<file path="src/rtl/singing_fpga_sweep_top.sv">
// singing_fpga_sweep_top
//   UART-controlled tone sweeper. The host sends 16-bit tuning words as two
//   bytes (high, then low). A sweep engine glides the active tuning word
//   toward each new target. A phase accumulator turns the active word into a
//   square wave on the header pin. Each completed word is echoed back as
//   {0xAC, hi, lo}.
//
// Ports
//   M_CLK_OSC     in   single system clock
//   M_RESET_B     in   synchronous reset, active high
//   FTDI_BDBUS_0  in   UART RX from host (asynchronous, idle high)
//   FTDI_BDBUS_1  out  UART TX to host (idle high)
//   M_HEADER      out  square-wave tone
//   M_LED_0       out  toggles on every byte received with a good stop bit
//   M_LED_1       out  tone active (current word != 0)
//   M_LED_2       out  sweep in progress (current != target)
module singing_fpga_sweep_top #(
    parameter int CLK_HZ       = 48_000_000,
    parameter int BAUD_DIV     = 833,
    parameter int ACC_W        = 24,
    parameter int SWEEP_TICK   = 48000,
    parameter int SWEEP_STEP   = 16,
    parameter int WORD_TIMEOUT = 1048576
) (
    input  logic M_CLK_OSC,
    input  logic M_RESET_B,
    input  logic FTDI_BDBUS_0,
    output logic FTDI_BDBUS_1,
    output logic M_HEADER,
    output logic M_LED_0,
    output logic M_LED_1,
    output logic M_LED_2
);

    localparam int BAUD_W = $clog2(BAUD_DIV + 1);
    localparam int TICK_W = $clog2(SWEEP_TICK + 1);
    localparam int TO_W   = $clog2(WORD_TIMEOUT + 1);

    localparam logic [BAUD_W-1:0] BAUD_LAST = BAUD_W'(BAUD_DIV - 1);
    localparam logic [BAUD_W-1:0] HALF_LAST = BAUD_W'(BAUD_DIV / 2 - 1);
    localparam logic [TICK_W-1:0] TICK_LAST = TICK_W'(SWEEP_TICK - 1);
    localparam logic [TO_W-1:0]   TO_LAST   = TO_W'(WORD_TIMEOUT - 1);
    localparam logic [15:0]       STEP      = 16'(SWEEP_STEP);
    localparam logic [7:0]        ECHO_TAG  = 8'hAC;

    if (BAUD_DIV < 4 || CLK_HZ < 2 * BAUD_DIV || ACC_W < 16 ||
        SWEEP_TICK < 1 || WORD_TIMEOUT < 1) begin : g_param_check
        $error("singing_fpga_sweep_top: unsupported parameter set");
    end

    typedef enum logic [1:0] {RX_IDLE, RX_START, RX_DATA, RX_STOP} rx_state_e;
    typedef enum logic       {TX_IDLE, TX_BUSY} tx_state_e;

    // ------------------------------------------------------------------
    // State
    // ------------------------------------------------------------------
    logic              rx_meta_q, rx_sync_q, rx_prev_q;
    rx_state_e         rx_state_q, rx_state_d;
    logic [BAUD_W-1:0] rx_cnt_q, rx_cnt_d;
    logic [2:0]        rx_bit_q, rx_bit_d;
    logic [7:0]        rx_shift_q, rx_shift_d;
    logic              rx_valid_q, rx_valid_d;

    logic              phase_q, phase_d;
    logic [7:0]        hi_q, hi_d;
    logic [TO_W-1:0]   to_cnt_q, to_cnt_d;
    logic [15:0]       target_q, target_d;
    logic              led0_q, led0_d;
    logic              word_done;

    logic [TICK_W-1:0] tick_cnt_q, tick_cnt_d;
    logic              tick;
    logic [15:0]       current_q, current_d;
    logic [15:0]       sweep_diff;
    logic              tgt_above;

    logic [ACC_W-1:0]  acc_q, acc_d;

    tx_state_e         tx_state_q, tx_state_d;
    logic [BAUD_W-1:0] tx_cnt_q, tx_cnt_d;
    logic [3:0]        tx_bit_q, tx_bit_d;
    logic [1:0]        tx_idx_q, tx_idx_d;
    logic [9:0]        tx_shift_q, tx_shift_d;
    logic [7:0]        tx_hi_q, tx_hi_d;
    logic [7:0]        tx_lo_q, tx_lo_d;
    logic              pend_valid_q, pend_valid_d;
    logic [7:0]        pend_hi_q, pend_hi_d;
    logic [7:0]        pend_lo_q, pend_lo_d;
    logic              load_echo;

    // ------------------------------------------------------------------
    // UART receiver
    // ------------------------------------------------------------------
    always_comb begin
        rx_state_d = rx_state_q;
        rx_cnt_d   = rx_cnt_q;
        rx_bit_d   = rx_bit_q;
        rx_shift_d = rx_shift_q;
        rx_valid_d = 1'b0;
        case (rx_state_q)
            RX_IDLE: begin
                rx_cnt_d = '0;
                rx_bit_d = '0;
                if (rx_prev_q && !rx_sync_q) rx_state_d = RX_START;
            end
            RX_START: begin
                // Mid-start-bit re-check rejects glitches.
                if (rx_cnt_q == HALF_LAST) begin
                    rx_cnt_d   = '0;
                    rx_state_d = rx_sync_q ? RX_IDLE : RX_DATA;
                end else begin
                    rx_cnt_d = rx_cnt_q + BAUD_W'(1);
                end
            end
            RX_DATA: begin
                if (rx_cnt_q == BAUD_LAST) begin
                    rx_cnt_d   = '0;
                    rx_shift_d = {rx_sync_q, rx_shift_q[7:1]};
                    if (rx_bit_q == 3'd7) rx_state_d = RX_STOP;
                    else                  rx_bit_d   = rx_bit_q + 3'd1;
                end else begin
                    rx_cnt_d = rx_cnt_q + BAUD_W'(1);
                end
            end
            RX_STOP: begin
                if (rx_cnt_q == BAUD_LAST) begin
                    rx_cnt_d   = '0;
                    rx_state_d = RX_IDLE;
                    rx_valid_d = rx_sync_q;   // stop bit 0: framing error, drop
                end else begin
                    rx_cnt_d = rx_cnt_q + BAUD_W'(1);
                end
            end
            default: rx_state_d = RX_IDLE;
        endcase
    end

    // ------------------------------------------------------------------
    // Word assembly (rx_shift_q holds the byte while rx_valid_q is high)
    // ------------------------------------------------------------------
    assign word_done = rx_valid_q & phase_q;

    always_comb begin
        phase_d  = phase_q;
        hi_d     = hi_q;
        to_cnt_d = to_cnt_q;
        target_d = target_q;
        led0_d   = led0_q;
        if (rx_valid_q) begin
            led0_d = ~led0_q;
            if (!phase_q) begin
                phase_d  = 1'b1;
                hi_d     = rx_shift_q;
                to_cnt_d = '0;
            end else begin
                phase_d  = 1'b0;
                target_d = {hi_q, rx_shift_q};
            end
        end else if (phase_q) begin
            if (to_cnt_q == TO_LAST) phase_d  = 1'b0;
            else                     to_cnt_d = to_cnt_q + TO_W'(1);
        end
    end

    // ------------------------------------------------------------------
    // Sweep engine: uses target_q, so a word landing on a tick edge is
    // seen by the following tick.
    // ------------------------------------------------------------------
    assign tick = (tick_cnt_q == TICK_LAST);

    always_comb begin
        tick_cnt_d = tick ? '0 : tick_cnt_q + TICK_W'(1);
        tgt_above  = (target_q >= current_q);
        sweep_diff = tgt_above ? (target_q - current_q) : (current_q - target_q);
        current_d  = current_q;
        if (tick) begin
            if (sweep_diff <= STEP) current_d = target_q;
            else if (tgt_above)     current_d = current_q + STEP;
            else                    current_d = current_q - STEP;
        end
    end

    // ------------------------------------------------------------------
    // Oscillator
    // ------------------------------------------------------------------
    always_comb begin
        acc_d = (current_q == '0) ? '0 : acc_q + ACC_W'(current_q);
    end

    // ------------------------------------------------------------------
    // Echo transmitter with one overwrite-on-arrival pending slot
    // ------------------------------------------------------------------
    always_comb begin
        tx_state_d   = tx_state_q;
        tx_cnt_d     = tx_cnt_q;
        tx_bit_d     = tx_bit_q;
        tx_idx_d     = tx_idx_q;
        tx_shift_d   = tx_shift_q;
        tx_hi_d      = tx_hi_q;
        tx_lo_d      = tx_lo_q;
        pend_valid_d = pend_valid_q;
        pend_hi_d    = pend_hi_q;
        pend_lo_d    = pend_lo_q;
        load_echo    = 1'b0;

        case (tx_state_q)
            TX_IDLE: begin
                if (pend_valid_q) load_echo = 1'b1;
            end
            TX_BUSY: begin
                if (tx_cnt_q == BAUD_LAST) begin
                    tx_cnt_d = '0;
                    if (tx_bit_q == 4'd9) begin
                        if (tx_idx_q == 2'd2) begin
                            if (pend_valid_q) begin
                                load_echo = 1'b1;
                            end else begin
                                tx_state_d = TX_IDLE;
                                tx_shift_d = '1;
                            end
                        end else begin
                            tx_idx_d   = tx_idx_q + 2'd1;
                            tx_bit_d   = '0;
                            tx_shift_d = {1'b1, (tx_idx_q == 2'd0) ? tx_hi_q : tx_lo_q, 1'b0};
                        end
                    end else begin
                        tx_bit_d   = tx_bit_q + 4'd1;
                        tx_shift_d = {1'b1, tx_shift_q[9:1]};
                    end
                end else begin
                    tx_cnt_d = tx_cnt_q + BAUD_W'(1);
                end
            end
            default: tx_state_d = TX_IDLE;
        endcase

        if (load_echo) begin
            tx_state_d   = TX_BUSY;
            tx_cnt_d     = '0;
            tx_bit_d     = '0;
            tx_idx_d     = '0;
            tx_hi_d      = pend_hi_q;
            tx_lo_d      = pend_lo_q;
            tx_shift_d   = {1'b1, ECHO_TAG, 1'b0};
            pend_valid_d = 1'b0;
        end

        // A new word always wins the slot, even over a same-cycle load.
        if (word_done) begin
            pend_valid_d = 1'b1;
            pend_hi_d    = hi_q;
            pend_lo_d    = rx_shift_q;
        end
    end

    // ------------------------------------------------------------------
    // Registers
    // ------------------------------------------------------------------
    always_ff @(posedge M_CLK_OSC) begin
        if (M_RESET_B) begin
            rx_meta_q    <= 1'b1;
            rx_sync_q    <= 1'b1;
            rx_prev_q    <= 1'b1;
            rx_state_q   <= RX_IDLE;
            rx_cnt_q     <= '0;
            rx_bit_q     <= '0;
            rx_shift_q   <= '0;
            rx_valid_q   <= 1'b0;
            phase_q      <= 1'b0;
            hi_q         <= '0;
            to_cnt_q     <= '0;
            target_q     <= '0;
            led0_q       <= 1'b0;
            tick_cnt_q   <= '0;
            current_q    <= '0;
            acc_q        <= '0;
            tx_state_q   <= TX_IDLE;
            tx_cnt_q     <= '0;
            tx_bit_q     <= '0;
            tx_idx_q     <= '0;
            tx_shift_q   <= '1;
            tx_hi_q      <= '0;
            tx_lo_q      <= '0;
            pend_valid_q <= 1'b0;
            pend_hi_q    <= '0;
            pend_lo_q    <= '0;
        end else begin
            rx_meta_q    <= FTDI_BDBUS_0;
            rx_sync_q    <= rx_meta_q;
            rx_prev_q    <= rx_sync_q;
            rx_state_q   <= rx_state_d;
            rx_cnt_q     <= rx_cnt_d;
            rx_bit_q     <= rx_bit_d;
            rx_shift_q   <= rx_shift_d;
            rx_valid_q   <= rx_valid_d;
            phase_q      <= phase_d;
            hi_q         <= hi_d;
            to_cnt_q     <= to_cnt_d;
            target_q     <= target_d;
            led0_q       <= led0_d;
            tick_cnt_q   <= tick_cnt_d;
            current_q    <= current_d;
            acc_q        <= acc_d;
            tx_state_q   <= tx_state_d;
            tx_cnt_q     <= tx_cnt_d;
            tx_bit_q     <= tx_bit_d;
            tx_idx_q     <= tx_idx_d;
            tx_shift_q   <= tx_shift_d;
            tx_hi_q      <= tx_hi_d;
            tx_lo_q      <= tx_lo_d;
            pend_valid_q <= pend_valid_d;
            pend_hi_q    <= pend_hi_d;
            pend_lo_q    <= pend_lo_d;
        end
    end

    // ------------------------------------------------------------------
    // Outputs
    // ------------------------------------------------------------------
    assign FTDI_BDBUS_1 = tx_shift_q[0];
    // Gate with current so the pin drops the same clock the tone stops.
    assign M_HEADER     = acc_q[ACC_W-1] & (current_q != '0);
    assign M_LED_0      = led0_q;
    assign M_LED_1      = (current_q != '0);
    assign M_LED_2      = (current_q != target_q);

endmodule

</file>
<file path="config.mk">
export PLATFORM = sky130hd
export DESIGN_NAME = singing_fpga_sweep_top
export DESIGN_NICKNAME = d
export VERILOG_FILES = /design/src/rtl/singing_fpga_sweep_top.sv
export SDC_FILE = /design/constraint.sdc
export NUM_CORES = 1
export LEC_CHECK = 0
export ABC_AREA = 0
export BUFFER_PORTS_ARGS = -buffer_cell sky130_fd_sc_hd__buf_2
export CAP_MARGIN = 10
export CORE_MARGIN = 5
export CORE_UTILIZATION = 40
export CTS_CLUSTER_DIAMETER = 100
export DETAILED_ROUTE_END_ITERATION = 12
export GPL_TIMING_DRIVEN = 0
export HOLD_SLACK_MARGIN = 0.03
export PLACE_DENSITY = 0.56
export SYNTH_ARGS = -nofsm -noshare
export SYNTH_HDL_FRONTEND = slang
export SYNTH_SLANG_ARGS = --single-unit
</file>
<file path="constraint.sdc">
create_clock -name M_CLK_OSC -period 4.83 [get_ports M_CLK_OSC]
set_input_delay 0.7245 -clock M_CLK_OSC [delete_from_list [all_inputs] [get_ports M_CLK_OSC]]
set_output_delay 0.7245 -clock M_CLK_OSC [all_outputs]
set_load 0.005 [all_outputs]
</file>
* Word level (Yosys, flattened, before mapping)
Index checks and enable logic that the tools add are counted.
** Storage, ports and cells
- Bits in registers :: 190
- Input bits :: 3
- Output and inout port bits :: 5
- Word-level logic and storage cells :: 144
** Cells by class
- Add/sub/neg operators :: 12
- Order comparisons :: 2
- Equal/unequal tests :: 23
- Mux-type cells :: 46
- Bitwise logic cells :: 8
- Reduce and logical (&&, ||, !) cells :: 26
** Operators by type and width (count)
- $mux 21 :: 4
- $mux 10 :: 6
- $mux 16 :: 3
- $mux 8 :: 4
- $sub 16x16->16 :: 2
- $pmux 10 s3 :: 1
- $add 24x16->24 :: 1
- $add 21x1->21 const B :: 1
- $eq 21x20->1 const B :: 1
- $add 10x1->10 const B :: 2
- $eq 10x10->1 const B :: 2
- $ne 2x2->1 const B :: 9
- $add 16x1->16 const B :: 1
- $add 16x5->16 const B :: 1
- $eq 16x16->1 const B :: 1
- $ge 16x16->1 :: 1
- $le 16x5->1 const B :: 1
- $logic_not 16->1 :: 1
- $ne 16x16->1 :: 1
- $reduce_bool 16->1 :: 1
- $sub 16x5->16 const B :: 1
- $mux 1 :: 15
- $reduce_and 3->1 :: 5
- $mux 2 :: 6
- other kinds (26) :: 46

* Longest topological paths before layout
- Depth after elaboration :: 7
- Gate-level depth with buffers :: 21
- Mapped depth without buffers :: 19

* Worst setup path before layout
No wires, ideal clock.
- Kind :: register to register
- From :: register current_q[5]
- To :: register current_q[15]
- Library setup time :: 0.106 ns
- Arrival time :: 3.864 ns
- Data required time :: 4.724 ns
- Setup slack :: 0.860 ns
- Cell stages (with the launch flop) :: 21
- Clock period less this slack :: 3.970 ns
- Cell sequence :: dfxtp_1 inv_1 ha_1 buf_6 o21a_1 o32a_1 o211ai_2 a2111o_1 nand2_2 inv_2 ha_1 a21o_1 a21o_1 a21oi_1 o21ai_0 a41oi_1 a21oi_1 xnor2_1 nor4b_1 o22ai_1 o311ai_0
** Between the ends
- Longest elaborated chain between the ends :: 4
** RTL lines
- from (decl) :: RTL line 73 : logic [15:0] current_q, current_d;
- from (signal assigned) :: RTL line 302 : current_q <= current_d;
- $sub 16x16->16 or $ge 16x16->1 (tied branches) :: RTL line 174, 173
- $mux 16 :: RTL line 174 : sweep_diff = tgt_above ? (target_q - current_q) : (current_q - target_q);
- $le 16x5->1 :: RTL line 177 : if (sweep_diff <= STEP) current_d = target_q;
- $mux 16 (*) :: RTL line 177
Mark *: on every way between the ends. The rest lies on a longest branch, timed or not.
A chain may end at the register's enable or synchronous reset.

* Worst setup path after layout
Same ends and word-level chain as after synthesis.

==> results.yml <==
status:
  status: "complete, no violations"
drt:
  wl_per_cell_um: 15.0
  drt_iter0_drc: 382
  num_vias: 8453
  viasPerCell: 5.29
  finalWirelength_um: 24000
  first_pass_iters: 5
  drc: 0
  drt.antenna.violating_nets: 0
clock_network:
  clock_latency_ns: 0.43
  cts_tree: "built"
  clock-sinks: 173
  holdBufCountCts: 0
  cts.path.max_buffers: 2
  cts-buffers-inserted: 17
  clkTransAtPathRegs_ns: 0.07
  clock-root-buffer: "clkbuf_16"
  htreeDepth: 4
floorplan:
  core_um2: 24400
  rows: 57
  start_util: 0.407
  die_area_um2: 28000
  die_y_um: 167
  pin_count: 8
  die_w_um: 167
placement:
  hpwl_um: 17900
  placed_cells: 1565
  numPortBuffers: 6
  place_congestion: 0.877
cells_and_area:
  num_antenna_cells: 0
  fin_cells: 1597
  layout-drive-gt1-share: 0.0644
  fin_nets: 1332
  fill_cells: 2492
  syn2layout_area_growth_pct: 11.4
logic_synthesis:
  yosysWarnings: 0
  syn_avg_cell_area_um2: 8.03
  synth_cell_types: 80
  synth_edf_count: 0
  synthCells: 1235
  ys_seq_area_frac: 0.349
  synth-seq-cells: 173
  synth.cell_area_um2: 9920
  ys.flop_type: "dfxtp_1"
  synth_nets: 1307
  async_flop_share: 0
sta:
  drv_slew: 0
  hold_viol: 0
  whs_ns: 0.422
  finalCritPeriodShare: 0.928
  worstMarginPinSlew_ns: 1.19
  slew_headroom: 0.189
  period_needed_ns: 4.48
  finalSetupViolations: 0
  rsz0062_at_grt: "false"
  max_freq_mhz: 223
  fin_skew_ns: 0.0126
worst_setup_path:
  critPathMaxFanout: 13
  critPathLaunchType: "flip-flop"
  crit_path_end_kind: "flip-flop"
  timing.rr.end: "current_q[15]"
  path_class: "flip-flop to flip-flop"
  arrival_ns: 4.79
  cp_cell_sequence: "inv_1 > ha_1 > buf_6 > o21a_1 > o32a_1 > o211ai_2 > a2111o_1 > nand2_4 > inv_4 > ha_1 > a21o_1 > a21o_1 > a21oi_1 > o21ai_1 > a41oi_2 > a21oi_1 > xnor2_1 > nor3b_1 > o22ai_1 > o311ai_0"
  cp_top_family: "compound AO/OA/AOI/OAI gates"
  slowest_delay_ns: 0.49
  worst_ep_required_time_ns: 5.14
  worstReg2RegStart: "current_q[5]"
  critPathSlowestCell: "a2111o_1"
  reg2reg_slack_ns: 0.35
  path_buf_inv: 3
  rr_worst_depth: 20
hold_path:
  hp-start: "rx_meta_q"
  hold_path_class: "flip-flop to flip-flop"
  hold_path_depth: 1
  min_to: "rx_sync_q"
run:
  cap_viol_max_count: 0
global_routing:
  first_global_vias: 8027
  track_usage: 0.170
  antenna_found_initial: 0
  grt_max_degree: 17
  grt_pass1_wl_um: 40100
  grt_overflow: 0
power:
  max-vdd-ir-drop_uv: 236
  leakagePower_nw: 4.29
  power_density_nw_per_um2: 263
==> per-stage QoR <==
step	worst slack (ns)	TNS [ns]	utilization	cell area [um^2]	power (mW)
final	0.347	0	0.453	11000	2.91
after global routing	0.0209	0	0.453	11000	3.01
after CTS	0.0390	0	0.450	11000	2.95
after detailed placement	-0.183	-0.254	0.424	10400	1.51
after global placement	-0.0980	-0.136	0.424	10400	1.51
after floorplan	0.860	0	-	9920	1.49
==> per-layer routing <==
layer	track usage	routed length [um]	vias up
li1	-	-	4374
met1	0.240	12200	3949
met5	0	0	-
met3	0.0269	795	17
met2	0.273	10700	113
met4	0.0402	223	0
==> registers in the layout, summed over array words and instances (netlist names), 2 cells and up, named ones only <==
register	count
tick_cnt_q	16
tx_bit_q	4
rx_bit_q	3
rx_cnt_q	10
tx_shift_q	9
rx_shift_q	8
tx_idx_q	2
tx_lo_q	8
hi_q	8
tx_cnt_q	10
tx_hi_q	8
to_cnt_q	21
current_q	16
acc_q	24
target_q	16
==> Yosys cell counts (7+ instances only) <==
cell type | count | area (um^2)
dfxtp_1 | 173 | 3460
nand2_1 | 150 | 563
nor2_1 | 140 | 526
a21oi_1 | 97 | 485
ha_1 | 67 | 838
inv_1 | 64 | 240
xor2_1 | 53 | 464
nand3_1 | 49 | 245
clkbuf_1 | 45 | 169
o21ai_0 | 32 | 160
xnor2_1 | 29 | 254
nor3_1 | 26 | 130
nand4_1 | 24 | 150
mux2i_1 | 22 | 220
and3_1 | 21 | 131
a21o_1 | 15 | 113
o21bai_1 | 15 | 113
nor2b_1 | 14 | 87.6
a311oi_1 | 13 | 114
nand2b_1 | 13 | 81.3
and2_1 | 11 | 68.8
nor4_1 | 10 | 62.6
o21a_1 | 10 | 75.1
or3_1 | 9 | 56.3
a211oi_1 | 8 | 60.1
o211ai_1 | 7 | 52.6
o31ai_1 | 7 | 52.6
==> how the worst max path moves through the flow <==
stage / to / start / slack [ns] / cells past startpoint
after floorplan: current_q[15] / current_q[5] / 0.86 / 20
after global placement: current_q[15] / current_q[10] / -0.1 / 20
after detailed placement: current_q[15] / current_q[7] / -0.18 / 19
after CTS: current_q[15] / current_q[10] / 0.04 / 20
after global routing: current_q[15] / current_q[5] / 0.02 / 20
final: current_q[15] / current_q[5] / 0.35 / 20
==> repair_timing <==
action / 4_1_cts / 5_1_grt
gates resized for setup: 4 / 23
pin swaps: 0 / 4
buffers inserted: 0 / 2
endpoints found under the setup margin: 2 / 3
==> layout make-up <==
class | count | area (um^2) | area share
buffer | 54 | 226 | 0.0205
timing repair buffer | 8 | 45.0 | 0.00408
tap | 324 | 405 | 0.0367
clock inverter | 13 | 178 | 0.0161
inverter | 66 | 250 | 0.0227
sequential | 173 | 3470 | 0.314
multi-input combinational | 940 | 6030 | 0.546
clock buffer | 19 | 433 | 0.0392
==> kinds of logic after synthesis <==
kind of cell | count (synthesis) | synth area share
mux | 23 | 0.0233
compound gates | 265 | 0.178
xor+xnor | 82 | 0.0724
fa+ha+maj | 69 | 0.0886
flops | 173 | 0.349
simple gates | 501 | 0.241
buf+inv | 122 | 0.0479
==> placed cells by master (no fill, tap or decap), types with 14 or more instances in the layout <==
cell type and instances:
nand3_1 47, inv_1 64, dfxtp_1 166, mux2i_1 22, o21bai_1 15, nor2_1 140, a21o_1 15, clkbuf_1 42
nand2_1 149, nor2b_1 14, nand4_1 24, xor2_1 53, ha_1 67, a21oi_1 97, nor3_1 25, and3_1 21
o21ai_0 31, clkbuf_16 17, xnor2_1 29
==> where the power goes <==
group	total (mW)	leakage, nW	internal [mW]	switching, mW
Sequential	1.43	1.40	1.43	0.00354
Combinational	0.0413	2.59	0.0104	0.0309
Clock	1.43	0.302	0.830	0.605
Note: power is estimated with default switching activity, not from simulation.
